--- src/rtl/range_finder_pio_pkg.sv ---
// range_finder_pio_pkg: register offsets and edge-type selectors shared by the range-finder PIO
package range_finder_pio_pkg;
  localparam logic [1:0] ADDR_DATA    = 2'd0;
  localparam logic [1:0] ADDR_RSVD    = 2'd1;
  localparam logic [1:0] ADDR_IRQMASK = 2'd2;
  localparam logic [1:0] ADDR_EDGECAP = 2'd3;
  localparam int EDGE_RISE = 0;
  localparam int EDGE_FALL = 1;
  localparam int EDGE_ANY  = 2;
endpackage

--- src/rtl/range_finder_pio_sync.sv ---
// range_finder_pio_sync: optional 2-flop input synchronizer (RANGE_FINDER_PIO_IN_SYNC_EN), previous-sample register and edge detect
module range_finder_pio_sync
  import range_finder_pio_pkg::*;
#(
  parameter int          DATA_W    = 9,
  parameter int          EDGE_TYPE = 0,
  parameter logic [31:0] RESET_VAL = 0
) (
  input  logic              clk,
  input  logic              reset_n,
  input  logic [DATA_W-1:0] in_port,
  output logic [DATA_W-1:0] data,
  output logic [DATA_W-1:0] edge_det
);
  localparam logic [DATA_W-1:0] RV = RESET_VAL[DATA_W-1:0];
  logic [DATA_W-1:0] p;
`ifdef RANGE_FINDER_PIO_IN_SYNC_EN
  logic [DATA_W-1:0] s1, s2;
  // two-stage synchronizer for inputs that are asynchronous to clk
  always_ff @(posedge clk or negedge reset_n)
    if (!reset_n) begin
      s1 <= RV;
      s2 <= RV;
    end else begin
      s1 <= in_port;
      s2 <= s1;
    end
  assign data = s2;
`else
  assign data = in_port;
`endif
  // previous sample of the (synchronized) input
  always_ff @(posedge clk or negedge reset_n)
    if (!reset_n) p <= RV;
    else p <= data;
  // per-bit edge selection
  always_comb
    edge_det = EDGE_TYPE == EDGE_FALL ? ~data & p :
               EDGE_TYPE == EDGE_ANY  ? data ^ p  : data & ~p;
endmodule

--- src/rtl/range_finder_pio_in_edge.sv ---
// range_finder_pio_in_edge: Avalon-MM input PIO with edge capture and masked level irq; sync stage enabled by RANGE_FINDER_PIO_IN_SYNC_EN
module range_finder_pio_in_edge
  import range_finder_pio_pkg::*;
#(
  parameter int          DATA_W    = 9,
  parameter int          EDGE_TYPE = 0,
  parameter logic [31:0] RESET_VAL = 0
) (
  input  logic              clk,
  input  logic              reset_n,
  input  logic [1:0]        address,
  input  logic              chipselect,
  input  logic              write_n,
  input  logic [31:0]       writedata,
  input  logic [DATA_W-1:0] in_port,
  output logic [31:0]       readdata,
  output logic              irq
);
  logic [DATA_W-1:0] data, edge_det, mask, cap, clr, rd;
  logic wr;
  range_finder_pio_sync #(.DATA_W(DATA_W), .EDGE_TYPE(EDGE_TYPE), .RESET_VAL(RESET_VAL)) u_sync (
    .clk(clk), .reset_n(reset_n), .in_port(in_port), .data(data), .edge_det(edge_det)
  );
  // bus decode: write strobe, write-1-to-clear vector and read mux
  always_comb begin
    wr  = chipselect & ~write_n;
    clr = (wr && address == ADDR_EDGECAP) ? writedata[DATA_W-1:0] : '0;
    rd  = address == ADDR_DATA    ? data :
          address == ADDR_IRQMASK ? mask :
          address == ADDR_EDGECAP ? cap  : '0;
  end
  // registers: mask write, edge capture (new edge beats a same-cycle clear), registered read data
  always_ff @(posedge clk or negedge reset_n)
    if (!reset_n) begin
      mask     <= '0;
      cap      <= '0;
      readdata <= '0;
    end else begin
      if (wr && address == ADDR_IRQMASK) mask <= writedata[DATA_W-1:0];
      cap      <= (cap & ~clr) | edge_det;
      readdata <= 32'(rd);
    end
  assign irq = |(cap & mask);
endmodule

--- config.mk ---
export PLATFORM = sky130hd
export DESIGN_NAME = range_finder_pio_in_edge
export DESIGN_NICKNAME = d
export VERILOG_FILES = /design/src/rtl/range_finder_pio_pkg.sv /design/src/rtl/range_finder_pio_sync.sv /design/src/rtl/range_finder_pio_in_edge.sv
export SDC_FILE = /design/constraint.sdc
export NUM_CORES = 1
export LEC_CHECK = 0
export ABC_AREA = 1
export CAP_MARGIN = 20
export CORE_ASPECT_RATIO = 0.9
export CORE_UTILIZATION = 45
export CTS_BUF_LIST = sky130_fd_sc_hd__clkbuf_4 sky130_fd_sc_hd__clkbuf_8
export DETAILED_ROUTE_END_ITERATION = 6
export GPL_TIMING_DRIVEN = 0
export PLACE_DENSITY = 0.88
export SYNTH_ARGS = -nofsm -noshare
export SYNTH_HDL_FRONTEND = slang
export SYNTH_SLANG_ARGS = --single-unit
--- constraint.sdc ---
create_clock -name clk -period 2.1 [get_ports clk]
set_clock_uncertainty 0.1 [all_clocks]
set_input_delay 0.42 -clock clk [delete_from_list [all_inputs] [get_ports clk]]
set_output_delay 0.42 -clock clk [all_outputs]
set_load 0.03 [all_outputs]
======== Yosys cells after proc, flatten, opt, wreduce, memory -nomap -nowiden ========
Index checks and enable logic that the tools add are counted.
Widths: inputs -> output; s select.
storage, ports and cells
  register bits ........................... 36
  bits of input ports ..................... 47
cells by class
  equality and inequality tests ........... 2
  muxes and demuxes ....................... 4
  bitwise gates (word level) .............. 8
  reduce and logical (&&, ||, !) cells .... 4
operators by type and width
  operator            count
  $mux 9              4
  $and 9x9->9         3
  $not 9->9           2
  $or 9x9->9          1
  $reduce_or 9->1     1
  $eq 2x2->1 const B  2
  $logic_and 1x1->1   2
  $logic_not 2->1     1
  $and 1x1->1         1
  $not 1->1           1

======== Depth between registers and ports, before layout ========
  depth after elaboration ................. 7
  mapped depth ............................ 6
  mapped depth without buffers ............ 5

======== Cells and area by module ========
From an unflattened synthesis, not the netlist that was laid out.
second synthesis, totals
  cell total of the unflattened synthesis .. 213
  area, all modules ....................... 1780.5 µm²
by module, submodules not included
  module                    times used  cells each  area an instance (µm²)  seq. area each (µm²)
  range_finder_pio_in_edge  1           177         1397.6                  675.6
  range_finder_pio_sync     1           36          382.9                   225.2

======== Worst setup path after synthesis ========
OpenSTA, ideal clock, no wires.
  path type ............................... register -> output
  start ................................... reg mask[1]
  end ..................................... out irq
  arrival ................................. 0.756 ns
  data required time ...................... 1.580 ns
  path slack .............................. 0.824 ns
  stages on the path, launching flop included .. 5
  path buffers ............................ 0
  cell sequence ........................... dfrtp_1 -> nand2_1 -> nand3_1 -> nor2_1 -> nand2_1
on the way
  longest elaborated chain between the ends .. 2
RTL lines
  item                    RTL line                        text
  from (decl)             range_finder_pio_in_edge.sv:19  logic [DATA_W-1:0] data, edge_det, mask, cap, clr, rd;
  from (signal assigned)  range_finder_pio_in_edge.sv:39  if (wr && address == ADDR_IRQMASK) mask <= writedata[DATA_W-1:0];
  $and 9x9->9             range_finder_pio_in_edge.sv:43  assign irq = |(cap & mask);
  $reduce_or 9->1         range_finder_pio_in_edge.sv:43
  to (decl)               range_finder_pio_in_edge.sv:17  output logic irq
No other way between the ends.

======== Worst setup path after layout ========
  start ................................... reg mask[7]
  end ..................................... out irq
Same word-level chain as after synthesis.

==> out/metrics.yaml <==
outcome:
  status: "complete, no violations"
grt:
  initial_antenna_violation_count: 0
  grt_first_pass_wirelength_mm: 4.88
  gr-usage-all-layers: 0.171
  grt_remaining_overflow: 0
  grt_max_degree: 37
  vias_in_the_first_global_route: 1085
worst_setup_path:
  worstPathMaxFanout: 3
  timing.rr.start: "cap[4]$_DFF_PN0_"
  critical_path.endpoint_type: "primary output"
  crit_path_start_kind: "flop"
  arrival_ns: 1.36
  timing.critical_path.required_ns: 1.58
  worst_r2r_path_depth: 2
  worst-r2r-setup-slack_ns: 1.33
  start_to_end_type_of_the_worst_setup_path: "flop to primary output"
  critical_path.reg2reg.endpoint: "readdata[4]$_DFF_PN0_"
floorplanning:
  die_height_um: 59.6
  coreArea_sq_um: 3450
  die_area_sq_um: 3930
  ios: 80
  initial_core_util: 0.480
  num_rows: 20
  dieWidth_um: 66.0
synth:
  seq_area_frac_synth: 0.544
  synth_area_per_cell_sq_um: 8.50
  synthesis.area_sq_um: 1660
  synth_enable_flop_cells: 0
  async_reset_ff_frac: 1.00
  synth_top_cell_by_area: "sky130_fd_sc_hd__dfrtp_1"
  synthTopCellsByCount: "sky130_fd_sc_hd__nand2_1 (86), sky130_fd_sc_hd__dfrtp_1 (36), sky130_fd_sc_hd__nand3_1 (28)"
  yosysMostFrequentCell: "sky130_fd_sc_hd__nand2_1"
  syn_inst: 195
  ys_dominant_reg_cell: "sky130_fd_sc_hd__dfrtp_1"
  synth.yosys.warnings: 0
  synth_area_leaders: "sky130_fd_sc_hd__dfrtp_1 (54%), sky130_fd_sc_hd__nand2_1 (19%), sky130_fd_sc_hd__buf_4 (11%)"
  yosys.cell_types.count: 12
  synth-seq-cells: 36
  post-synth-top-area-fraction: 0.544
clocking:
  cts.path.max_buffers: 2
  cts_inserted_buffers: 5
  cts.clk_slew.worst_paths_ns: 0.07
  number_of_h_tree_levels: 2
  insertion_delay_ns: 0.29
  clock-root-buffer: "sky130_fd_sc_hd__clkbuf_8"
  tritoncts_clock_tree: "built"
  cts_sinks: 36
  cts_hold_buffers: 0
sta:
  setup_total_negative_slack_ns: 0
  slew_viol_final: 0
  tightest_slew_ns: 0.771
  timing.slew.headroom: 0.486
  setup-violations-final: 0
  max_clock_freq_mhz: 532
  final_critical_path_setup_slack_ns: 0.222
  final_hold_viol_count: 0
  rsz0062_at_grt: "no"
  final.period_utilization: 0.895
  period_minus_slack_ns: 1.88
routing:
  drt_first_pass_iters: 4
  average_via_count_per_standard_cell: 4.37
  number_of_drc_violations_after_detailed_routing_iteration_0: 78
  routed_wl_mm: 3.06
  drcViolationCount: 0
  vias: 1321
  wl_per_cell_um: 10.1
  antenna_violating_nets_post_route: 0
power:
  leakage_nw: 1.18
  fin_total_pwr_w: 0.00184
  largest_voltage_drop_on_the_vdd_net_uv: 527
  power.density_nw_per_um2: 818
placement:
  pre_cts_ws_ns: 0.225
  place_area_sq_um: 2120
  finalWeightedCongestion: 0.794
  dpl.hpwl_mm: 2.19
  numPortBuffers: 33
layout:
  number_of_diodes: 0
  area_growth_pct: 35.5
  drive_above_1_share: 0.155
  layout.nets: 304
  final_design_area_no_fill_sq_um: 2240
run:
  drv.max_cap_violation_count: 0
hold_path:
  timing.hold.worst.class: "input port to asynchronous set/reset pin"
==> area by class of cell <==
type	instances	area (sq um)
repair buffers	33	324
multi-input cells	143	589
flip-flops and latches	36	901
clock inverters	1	30.0
inverters	12	46.3
fillers	291	1210
plain buffers	26	203
clock buffers	7	96.3
well taps	44	55.1
==> metrics by stage <==
stage	util	instances	hold slack [ns]
after floorplan	-	217	0.0244
after CTS	0.650	302	0.126
final	0.650	302	0.104
after global routing	0.650	302	0.179
after detailed placement	0.614	294	0.368
after global placement	0.615	294	0.361
==> placed cells by master, fill, tap and decap left out <==
cell type and n:
sky130_fd_sc_hd__clkdlybuf4s50_1 31, sky130_fd_sc_hd__dlygate4sd2_1 1, sky130_fd_sc_hd__nand2_1 86, sky130_fd_sc_hd__clkinv_2 1, sky130_fd_sc_hd__nand2_2 1, sky130_fd_sc_hd__inv_1 10
sky130_fd_sc_hd__conb_1 23, sky130_fd_sc_hd__inv_2 1, sky130_fd_sc_hd__bufinv_16 1, sky130_fd_sc_hd__nor2_1 3, sky130_fd_sc_hd__nor2_4 2, sky130_fd_sc_hd__buf_2 1
sky130_fd_sc_hd__clkbuf_8 7, sky130_fd_sc_hd__buf_4 24, sky130_fd_sc_hd__nand3_1 28, sky130_fd_sc_hd__dfrtp_1 36, sky130_fd_sc_hd__buf_6 2
==> cells by family (layout without fill, tap and decap cells) <==
family	Yosys count	in the layout	synth area share
other	1	23	0.00226
buffers and inverters	38	79	0.150
DFF	36	36	0.544
and+or+nand+nor	120	120	0.304
==> worst max-delay path, stage by stage, from the launching register on <==
cell and delay (ns):
sky130_fd_sc_hd__dfrtp_1 0.40, sky130_fd_sc_hd__nand2_1 0.07, sky130_fd_sc_hd__nand2_1 0.05, sky130_fd_sc_hd__nor2_1 0.12, sky130_fd_sc_hd__nand2_1 0.07, sky130_fd_sc_hd__dlygate4sd2_1 0.35
==> power breakdown <==
part / internal [W] / total [W] / switching (W)
sequential: 0.000765 / 0.000806 / 0.0000408
combinational: 0.000156 / 0.000377 / 0.000221
clock: 0.000419 / 0.000653 / 0.000235
==> layer usage <==
metal	up-vias	global-route usage	share of wire
met4	0	0.0638	0.012
met3	6	0.0462	0.071
met5	-	0	0
met1	590	0.227	0.44
met2	46	0.270	0.48
li1	679	-	-
==> what timing repair did <==
item,in CTS,in global routing
resized for setup,1,0
buffers inserted,0,0
endpoints found under the setup margin,1,0
==> worst max-delay path by stage <==
| stage | from | endpoint | slack (ns) | depth (start not counted) |
|---|---|---|---|---|
| after floorplan | mask[1]$_DFFE_PN0P_ | irq | 0.82 | 4 |
| after global placement | reset_n | u_sync.p[4]$_DFF_PN0_ | -0.24 | 1 |
| after detailed placement | address[0] | readdata[7]$_DFF_PN0_ | 0.22 | 4 |
| after CTS | mask[7]$_DFFE_PN0P_ | irq | 0.20 | 5 |
| after global routing | mask[7]$_DFFE_PN0P_ | irq | 0.16 | 5 |
| final | mask[7]$_DFFE_PN0P_ | irq | 0.22 | 5 |
==> flip-flops by register name, summed over array words and instances (netlist names) <==
name      cells
mask          9
u_sync.p      9
readdata      9
cap           9
(Power assumes the default switching activity.)
